### src/rtl/pc_write_controller_pkg.sv
// Shared definitions for the PC write-side controller: FSM encoding and vector defaults.
package pc_write_controller_pkg;

  typedef enum logic [1:0] {
    ST_BOOT     = 2'd0,
    ST_RUN      = 2'd1,
    ST_HOLD     = 2'd2,
    ST_REDIRECT = 2'd3
  } pc_state_e;

  localparam logic [31:0] DEF_RESET_VECTOR = 32'h0000_0000;
  localparam logic [31:0] DEF_EXC_VECTOR   = 32'h0000_0004;
  localparam int unsigned DEF_INCR         = 1;

endpackage

### src/rtl/pc_write_controller_pending_buf.sv
// One-entry redirect buffer used while the pipeline is stalled.
// Exceptions overwrite any entry; a plain redirect never displaces a pending exception.
module pc_pending_buf
  import pc_write_controller_pkg::*;
#(
  parameter int unsigned      WIDTH      = 32,
  parameter logic [WIDTH-1:0] EXC_VECTOR = WIDTH'(DEF_EXC_VECTOR)
) (
  input  logic             clk,
  input  logic             clr_n,
  input  logic             exc_valid,
  input  logic             redirect_valid,
  input  logic [WIDTH-1:0] redirect_target,
  input  logic             capture,
  input  logic             drain,
  output logic             merged_v,
  output logic [WIDTH-1:0] merged_target
);

  logic             pend_v;
  logic             pend_exc;
  logic [WIDTH-1:0] pend_target;
  logic             merged_exc;

  // merged_* is the entry as it stands after this cycle's requests are folded in
  always_comb begin
    merged_v      = pend_v;
    merged_exc    = pend_exc;
    merged_target = pend_target;
    if (exc_valid) begin
      merged_v      = 1'b1;
      merged_exc    = 1'b1;
      merged_target = EXC_VECTOR;
    end else if (redirect_valid && !(pend_v && pend_exc)) begin
      merged_v      = 1'b1;
      merged_exc    = 1'b0;
      merged_target = redirect_target;
    end
  end

  always_ff @(posedge clk or negedge clr_n) begin
    if (!clr_n) begin
      pend_v      <= 1'b0;
      pend_exc    <= 1'b0;
      pend_target <= '0;
    end else if (drain) begin
      pend_v   <= 1'b0;
      pend_exc <= 1'b0;
    end else if (capture) begin
      pend_v      <= merged_v;
      pend_exc    <= merged_exc;
      pend_target <= merged_target;
    end
  end

endmodule

### src/rtl/pc_write_controller.sv
// Write-side controller for the falling-edge PC register: boot, sequential fetch,
// stalls, branch redirects and exception entry. All outputs are registered.
module pc_write_controller
  import pc_write_controller_pkg::*;
#(
  parameter int unsigned      WIDTH        = 32,
  parameter logic [WIDTH-1:0] RESET_VECTOR = WIDTH'(DEF_RESET_VECTOR),
  parameter logic [WIDTH-1:0] EXC_VECTOR   = WIDTH'(DEF_EXC_VECTOR),
  parameter int unsigned      INCR         = DEF_INCR
) (
  input  logic             clk,
  input  logic             clr_n,
  input  logic [WIDTH-1:0] pc_cur,
  input  logic             stall,
  input  logic             redirect_valid,
  input  logic [WIDTH-1:0] redirect_target,
  input  logic             exc_valid,
  input  logic             fetch_ready,
  output logic [WIDTH-1:0] pc_next,
  output logic             pc_w_en,
  output logic             pc_r_en,
  output logic             fetch_valid,
  output logic             flush
);

  pc_state_e        state;
  logic             active;
  logic             take;
  logic             merged_v;
  logic [WIDTH-1:0] merged_target;

  assign active = (state != ST_BOOT);
  assign take   = active && !stall && merged_v;

  // Buffer fills during stall and empties on the first unstalled cycle (its entry is taken then)
  pc_pending_buf #(
    .WIDTH      (WIDTH),
    .EXC_VECTOR (EXC_VECTOR)
  ) u_pend (
    .clk             (clk),
    .clr_n           (clr_n),
    .exc_valid       (exc_valid),
    .redirect_valid  (redirect_valid),
    .redirect_target (redirect_target),
    .capture         (active && stall),
    .drain           (active && !stall),
    .merged_v        (merged_v),
    .merged_target   (merged_target)
  );

  always_ff @(posedge clk or negedge clr_n) begin
    if (!clr_n) begin
      state       <= ST_BOOT;
      pc_next     <= RESET_VECTOR;
      pc_w_en     <= 1'b1;
      pc_r_en     <= 1'b0;
      fetch_valid <= 1'b0;
      flush       <= 1'b0;
    end else begin
      pc_r_en <= 1'b1;
      pc_w_en <= 1'b0;
      flush   <= 1'b0;
      if (state == ST_BOOT) begin
        state       <= ST_RUN;
        pc_next     <= RESET_VECTOR;
        pc_w_en     <= 1'b1;
        fetch_valid <= 1'b1;
      end else if (take) begin
        state       <= ST_REDIRECT;
        pc_next     <= merged_target;
        pc_w_en     <= 1'b1;
        flush       <= 1'b1;
        fetch_valid <= 1'b0;
      end else if (stall) begin
        state       <= ST_HOLD;
        fetch_valid <= 1'b0;
      end else if (state == ST_REDIRECT) begin
        // Target was never fetched yet: hold it one cycle before incrementing
        state       <= ST_RUN;
        fetch_valid <= 1'b1;
      end else if (fetch_ready) begin
        state       <= ST_RUN;
        pc_next     <= pc_cur + WIDTH'(INCR);
        pc_w_en     <= 1'b1;
        fetch_valid <= 1'b1;
      end else begin
        state       <= ST_HOLD;
        fetch_valid <= 1'b1;
      end
    end
  end

endmodule

### config.mk
export PLATFORM = sky130hd
export DESIGN_NAME = pc_write_controller
export DESIGN_NICKNAME = d
export VERILOG_FILES = /design/src/rtl/pc_write_controller_pkg.sv /design/src/rtl/pc_write_controller_pending_buf.sv /design/src/rtl/pc_write_controller.sv
export SDC_FILE = /design/constraint.sdc
export NUM_CORES = 1
export LEC_CHECK = 0
export BUFFER_PORTS_ARGS = -buffer_cell sky130_fd_sc_hd__buf_4
export CAP_MARGIN = 0
export CORE_AREA = 2 2 91 114
export DETAILED_ROUTE_END_ITERATION = 7
export DIE_AREA = 0 0 93 116
export PLACE_DENSITY = 0.71
export SYNTH_ARGS = -nofsm -noshare
export SYNTH_HDL_FRONTEND = slang
export SYNTH_SLANG_ARGS = --single-unit
### constraint.sdc
create_clock -name clk -period 1.75 [get_ports clk]
set_input_delay 0.0875 -clock clk [delete_from_list [all_inputs] [get_ports clk]]
set_output_delay 0.0875 -clock clk [all_outputs]
set_load 0.01 [all_outputs]
==> metrics.csv <==
metric,value,unit
outcome,"finished, final reports clean",
worstSetupStartpointType,flop,
antenna_found_initial,0,
drc,0,
overflow,0,
insertion_delay,340,ps
post-place-ws,40.6,ps
hold_violations,0,
vias_per_cell,5.87,
timing.final.ws_setup,5.77,ps
syn_area,4270,um2
wl_per_cell,18.4,um
leakage,0.00259,uW
ys_seq_elements,72,
ys_async_sr_fraction,100,%
place_area,5440,um2
grt_pass1_vias,4263,
htreeDepth,3,
crit_type,reg -> reg,
yosysWarnings,0,
reg.largest.list,"pc_next: 32 flops, u_pend.pend_target: 32 flops, state: 2 flops",
first_iter_violations,352,
cp.arrival,1970,ps
max-vdd-ir-drop,0.543,mV
clk_pin_slew,60,ps
period_share,99.7,%
reg2reg_depth,6,
final_max_slew_viol_count,0,
synth.top_cells.by_area,"dfrtp_1 42%, nand2_1 7.4%, o21ai_0 5.4%",
cts_tree,done,
synth_cells,494,
p_per_area,864,nW/um2
die_h,116,um
numCtsBuffers,9,
grt_pass1_wl,22100,um
start_util,44.5,%
die-area,10800,um2
routed_wl,13800,um
nets,689,
dp_hpwl,10200,um
yosysTopAreaCell,dfrtp_1,
crit_end,pc_next[21]$_DFFE_PN0P_,
startpoint,u_pend.pend_v$_DFFE_PN0P_,
num_vias,4394,
finalSetupViolCount,0,
cp_max_fo,10,
synth_flop_cell,dfrtp_1,
reg2reg_slack,6,ps
max_freq,0.573,GHz
hp-class,in -> reg,
cts_num_sinks,72,
drtAntennaViolNets,0,
grt_max_degree,35,
holdWs,27.1,ps
ys_seq_area_share,42.2,%
max_cap_violations,0,
placementRows,40,
grt_usage,26.7,%
port_buffers,105,
r2r-end,pc_next[21]$_DFFE_PN0P_,
final_area,5830,um2
synth.top_cell.area_share,41.6,%
synth_edf_count,0,
tns,0,ps
regToRegStartpoint,u_pend.pend_v$_DFFE_PN0P_,
clockBufferDepth,2,
postCtsSetupBuffers,0,
drive_above_1_share,31.5,%
gp_congestion,0.890,
ys_types,59,
antenna_cells,0,
syn-num-nets,565,
rsz0062_at_grt,true,
area_delta_synth_final,36.4,%
io_pins,106,
core_area,9610,um2
die_x,93,um
synth_commonest_cells,"84 x nand2_1, 71 x dfrtp_1, 46 x o21ai_0, 32 x a21oi_1",
ctsRootBufferMaster,clkbuf_16,
worstSetupEndpointType,flop,
clock_skew,4.65,ps
worstPathRequired,1970,ps
first_pass_iters,5,
synth_area_per_cell,8.65,um2
fin_crit,1740,ps
synth.most_common_cell,nand2_1,
[logic make-up (layout without fill, tap and decap cells)]
family	after synthesis	in the layout	synth area share [%]
XOR/XNOR	23	23	4.72
buffers and inverters	41	170	4.04
adder cells (fa/ha/maj)	1	1	0.293
other	1	1	0.0878
flip-flops	72	72	42.2
AO/OA/AOI/OAI	157	157	23.4
AND/OR/NAND/NOR	182	182	21.1
multiplexers	17	17	4.19
[per-layer routing]
metal  track usage, %  part of all wire (%)  vias up
li1                 -                     -     2048
met1             34.5                    42     2156
met2             45.6                    50      166
met3             4.75                   6.1       24
met4             8.33                   2.1        0
met5                0                     0        -
[per-stage QoR]
| stage | power [uW] | util [%] | cells |
|---|---|---|---|
| final | 5040 | 60.7 | 749 |
| after floorplan | 2550 | - | 494 |
| after CTS | 5030 | 59.8 | 749 |
| after global routing | 5270 | 60.7 | 749 |
| after detailed placement | 3160 | 56.6 | 732 |
| after global placement | 3130 | 56.6 | 732 |
[repair_timing]
| action | in CTS | in global routing |
|---|---|---|
| hold buffers | 1 | 0 |
| setup endpoints to repair | 0 | 17 |
| hold endpoints to repair | 52 | 0 |
| resized for setup | 0 | 21 |
[how the worst min path moves through the flow]
| stage | start | end | cells after the start |
|---|---|---|---|
| 4_1_cts | stall | state[0]$_DFF_PN0_ | 2 |
| 2_1_floorplan | clr_n | fetch_valid$_DFF_PN0_ | 0 |
| 5_1_grt | stall | state[0]$_DFF_PN0_ | 2 |
| 3_3_place_gp | clr_n | pc_r_en$_DFF_PN0_ | 1 |
| 6_report | stall | state[0]$_DFF_PN0_ | 2 |
| 3_5_place_dp | clr_n | u_pend.pend_target[22]$_DFFE_PN0P_ | 1 |
[final cells by class]
cell class / instances / area, um2
Clock inverter: 5 / 56.3
Multi-Input combinational cell: 381 / 2370
Inverter: 6 / 25.0
Tap cell: 126 / 158
Fill cell: 884 / 3780
Clock buffer: 11 / 243
Sequential cell: 72 / 1810
Timing Repair Buffer: 148 / 1170
[worst max-delay path: stages, from the launching register on]
cell	delay [ps]
dfrtp_2	460
a21boi_4	220
buf_12	160
mux2i_1	220
o21ai_0	180
o31a_1	150
a32o_1	240
[cell usage in the layout (no fill, tap or decap), drive strengths merged, types with 3 or more instances in the layout]
cell,Yosys,routed
a31oi,3,3
xor2,9,9
nor2,20,20
o31ai,5,5
nand3,20,20
dfrtp,71,71
and4,4,4
nor4,9,9
o211ai,3,3
nand2,85,85
a22oi,17,17
mux2i,10,10
nand4,11,11
clkinv,0,3
and3,8,8
nor3,8,8
and2,5,5
mux2,7,7
clkbuf,19,11
a32oi,5,5
a32o,7,7
a21boi,9,9
a21oi,32,32
inv,6,6
nand2b,3,3
o21ai,54,54
xnor2,14,14
a22o,3,3
buf,16,147
[power by group]
part	internal, uW	switching, uW
registers	1870	147
clock network	1140	722
logic	549	612
(Power assumes the default switching activity.)
